`src/rtl/if_bus_if.sv`:
```
// Instruction-fetch bus interface: zero-latency fetch from the scratch-pad memory,
// otherwise a request/grant/ready read on the system bus, with a hold buffer for stalls.
module if_bus_if #(
  parameter logic [2:0]  SPM_SEL  = 3'b011,
  parameter logic [31:0] NOP_INSN = 32'h0000_0000
) (
  input  logic        i_clk,
  input  logic        i_reset,
  input  logic        i_stall,
  input  logic        i_flush,
  input  logic [29:0] i_addr,
  input  logic        i_as,
  output logic [31:0] o_insn,
  output logic        o_busy,
  output logic [29:0] o_spm_addr,
  output logic        o_spm_as,
  input  logic [31:0] i_spm_rd_data,
  output logic        o_bus_req,
  input  logic        i_bus_grant,
  output logic [29:0] o_bus_addr,
  output logic        o_bus_as,
  input  logic [31:0] i_bus_rd_data,
  input  logic        i_bus_rdy
);

  typedef enum logic [1:0] {
    IDLE   = 2'd0,
    REQ    = 2'd1,
    ACCESS = 2'd2,
    STALL  = 2'd3
  } state_t;

  state_t      r_state;
  state_t      w_state_nxt;
  logic        r_bus_req;
  logic        r_bus_as;
  logic [29:0] r_bus_addr;
  logic [29:0] r_addr;
  logic [31:0] r_rd_buf;
  logic        w_start;
  logic        w_grant_take;
  logic        w_done;

  assign o_spm_addr = i_addr;
  assign o_bus_req  = r_bus_req;
  assign o_bus_as   = r_bus_as;
  assign o_bus_addr = r_bus_addr;

  // Next-state decode and combinational fetch outputs
  always_comb begin
    w_state_nxt  = r_state;
    o_insn       = NOP_INSN;
    o_busy       = 1'b0;
    o_spm_as     = 1'b0;
    w_start      = 1'b0;
    w_grant_take = 1'b0;
    w_done       = 1'b0;
    case (r_state)
      IDLE: begin
        if (i_flush) begin
          w_state_nxt = IDLE;
        end else if (i_as && (i_addr[29:27] == SPM_SEL)) begin
          o_spm_as = 1'b1;
          o_insn   = i_spm_rd_data;
        end else if (i_as) begin
          o_busy      = 1'b1;
          w_start     = 1'b1;
          w_state_nxt = REQ;
        end else begin
          w_state_nxt = IDLE;
        end
      end
      REQ: begin
        o_busy = 1'b1;
        if (i_bus_grant) begin
          w_grant_take = 1'b1;
          w_state_nxt  = ACCESS;
        end else begin
          w_state_nxt = REQ;
        end
      end
      ACCESS: begin
        // Flush is deliberately ignored here so an issued bus read always completes
        if (i_bus_rdy) begin
          o_insn      = i_bus_rd_data;
          w_done      = 1'b1;
          w_state_nxt = i_stall ? STALL : IDLE;
        end else begin
          o_busy = 1'b1;
        end
      end
      STALL: begin
        o_insn = r_rd_buf;
        if (i_stall) begin
          w_state_nxt = STALL;
        end else begin
          w_state_nxt = IDLE;
        end
      end
      default: begin
        w_state_nxt = IDLE;
      end
    endcase
  end

  // State, bus handshake registers and read buffer
  always_ff @(posedge i_clk or posedge i_reset) begin
    if (i_reset) begin
      r_state    <= IDLE;
      r_bus_req  <= 1'b0;
      r_bus_as   <= 1'b0;
      r_bus_addr <= 30'd0;
      r_addr     <= 30'd0;
      r_rd_buf   <= 32'd0;
    end else begin
      r_state  <= w_state_nxt;
      r_bus_as <= w_grant_take;
      if (w_start) begin
        r_addr    <= i_addr;
        r_bus_req <= 1'b1;
      end else if (w_done) begin
        r_bus_req <= 1'b0;
      end
      if (w_grant_take) begin
        r_bus_addr <= r_addr;
      end
      if (w_done) begin
        r_rd_buf <= i_bus_rd_data;
      end
    end
  end

endmodule

```
`config.mk`:
```
export PLATFORM = sky130hd
export DESIGN_NAME = if_bus_if
export DESIGN_NICKNAME = d
export VERILOG_FILES = /design/src/rtl/if_bus_if.sv
export SDC_FILE = /design/constraint.sdc
export NUM_CORES = 1
export LEC_CHECK = 0
export ABC_AREA = 1
export BUFFER_PORTS_ARGS = -buffer_cell sky130_fd_sc_hd__buf_2
export CAP_MARGIN = 10
export CORE_AREA = 4 4 101 103
export DETAILED_ROUTE_END_ITERATION = 8
export DIE_AREA = 0 0 105 107
export PLACE_DENSITY = 0.91
export SLEW_MARGIN = 15
export SYNTH_ARGS = -nofsm -noshare
export SYNTH_HDL_FRONTEND = slang
export SYNTH_SLANG_ARGS = --single-unit
```
`constraint.sdc`:
```
create_clock -name i_clk -period 4.21 [get_ports i_clk]
set_clock_uncertainty 0.05 [all_clocks]
set_input_delay 0.421 -clock i_clk [delete_from_list [all_inputs] [get_ports i_clk]]
set_output_delay 0.421 -clock i_clk [all_outputs]
set_load 0.01 [all_outputs]
```
==> results.cfg <==
[outcome]
outcome = finished clean

[cells_and_area]
fillers = 855
num_antenna_cells = 0
layout_common_cells = nand2_1, buf_2, dfrtp_1
area_delta_synth_final_pct = 19.2
drive_above_1_share_pct = 30.2
final_util_pct = 61.2
layout_commonest_cell = nand2_1
fin_area_um2 = 5630
layout.nets = 851

[place]
post_dp_cell_area_um2 = 5440
dp_hpwl_um = 8140
io_buffer_count = 196
place_congestion = 0.806

[timing]
period_minus_slack_ps = 2830
timing.final.crit_share_pct = 67.1
finalSetupViolCount = 0
setup_tns_ps = 0
worst-slew-pin-transition_ps = 1020
rsz0062_at_grt = false
hold_violations = 0
whs_ps = 187
final-max-slew-violation-count = 0
fmax_mhz = 354
relSlewSlack_pct = 32.1

[power_and_ir_drop]
p_int_mw = 2.03
p_per_area_nw_per_um2 = 598
power_frac_clock_pct = 16.7
power_frac_seq_pct = 46.2
switchingPower_mw = 1.33
comb_power_share_pct = 37.1
peakVddDrop_v = 0.000329
switching_share_pct = 39.5
p_leak_nw = 3.28

[clock_network]
cts_buffers = 9
ctsHoldBuffers = 0
insertion_delay_ps = 340
cts_tree = done
post_cts_resized = 0
cts_root_buf = clkbuf_8
htreeDepth = 3
post_cts_buffers = 0
clkTransAtPathRegs_ps = 100
cts.sinks = 96
clk_path_buf_depth = 2

[yosys]
synth_seq_cells = 96
seq_area_frac_synth_pct = 50.9
syn-num-nets = 706
synth_cells = 605
synth_area_per_cell_um2 = 7.81
synth_warnings = 0
synth_cell_type_count = 17
syn_area_um2 = 4720

[route]
dr.pass1.iters = 4
drt-initial-drc-count = 246
vias_per_cell = 5.00
routed_wl_um = 11400
vias = 4333
route.detailed.drc = 0
antenna_left = 0
wl_per_cell_um = 13.2

[grt]
first_global_vias = 4244
grt_max_degree = 73
grt_pass1_wl_um = 18800
grt_overflow = 0
antenna_found_initial = 0
track_usage_pct = 20.2

[setup_path]
arrival_ps = 2360
start_kind = flop
crit_required_ps = 3740
path_max_fanout = 50
crit_buf_inv = 2
path_delay_family = simple AND/OR/NAND/NOR gates
cp_cell_sequence = inv_2, nand2_4, nor2_4, a21oi_1, nand2_1, buf_2
end_kind = primary output
criticalPathCategory = flop to primary output
ff2ff_setup_slack_ps = 2220
max_stage_delay_ps = 790
crit_slowest_cell = nor2_4

[die]
die_area_um2 = 11200
dieWidth_um = 105
core_um2 = 9200
io_pins = 197
start_util_pct = 51.3
die_y_um = 107
rows = 35

[flow_run]
maxCapViolCount = 0

[hold_path]
hold_path_class = primary input to async pin
[sequential cells by signal, summed over array words and instances, names as in the netlist]
| name | flops |
|---|---|
| o_bus_addr | 30 |
| o_bus_as | 1 |
| o_bus_req | 1 |
| r_state | 2 |
| r_rd_buf | 32 |
| r_addr | 30 |
[per-stage QoR]
stage	total power, mW	instances	setup slack, ps
3_3_place_gp	2.77	850	1700
6_report	3.36	866	1380
2_1_floorplan	2.43	605	1230
3_5_place_dp	2.83	850	1630
4_1_cts	3.40	866	1340
5_1_grt	3.66	866	1110
[power groups by stage]
| stage | clock (mW) | sequential [mW] | combinational (mW) |
|---|---|---|---|
| 6_report | 0.563 | 1.55 | 1.25 |
| 5_1_grt | 0.619 | 1.61 | 1.44 |
| 4_1_cts | 0.580 | 1.56 | 1.27 |
| 3_3_place_gp | 0 | 1.55 | 1.22 |
| 2_1_floorplan | 0 | 1.59 | 0.838 |
| 3_5_place_dp | 0 | 1.57 | 1.26 |
[Yosys cell counts (all sizes together)]
cell type / instances / area [µm²]
nand2: 226 / 863
dfrtp: 96 / 2400
nand3: 68 / 340
buf: 58 / 409
o21ai: 49 / 245
nor2: 41 / 169
a21oi: 32 / 160
inv: 27 / 101
clkbuf: 8 / 31.3
[worst paths after layout]
check,end,cells past startpoint,startpoint
max reg2reg,r_rd_buf[31],4,r_state[0]
max in group asynchronous,o_bus_req,3,i_reset
max,o_insn[13],6,r_state[0]
min reg2reg,o_bus_addr[16],2,r_addr[16]
min,r_rd_buf[13],2,i_reset
min in group i_clk,r_rd_buf[6],3,i_bus_rd_data[6]
[cell families after synthesis]
kind of cell    synth area share, %
simple gates                   29.1
flops                          50.9
compound gates                 8.59
buf+inv                        11.5
[layout make-up]
type / instances / area, µm² / area share, %
clock buffers: 9 / 124 / 2.20
flip-flops and latches: 96 / 2400 / 42.7
well taps: 111 / 139 / 2.47
multi-input cells: 416 / 1790 / 31.7
clock inverters: 7 / 62.6 / 1.11
repair buffers: 200 / 1010 / 18.0
inverters: 27 / 104 / 1.85
[worst register-to-register path, stage by stage, from the launching register on]
cell     delay [ps]
dfrtp_1         460
inv_2           120
nand2_4         240
nor2_4          790
o21ai_0         180
[per-layer routing]
metal / vias up / routed length [µm] / track usage, %
li1: 2186 / - / -
met5: - / 0 / 0
met4: 0 / 215 / 8.25
met3: 14 / 565 / 3.19
met1: 1997 / 4930 / 25.2
met2: 136 / 5680 / 35.0
(Power assumes the default switching activity.)
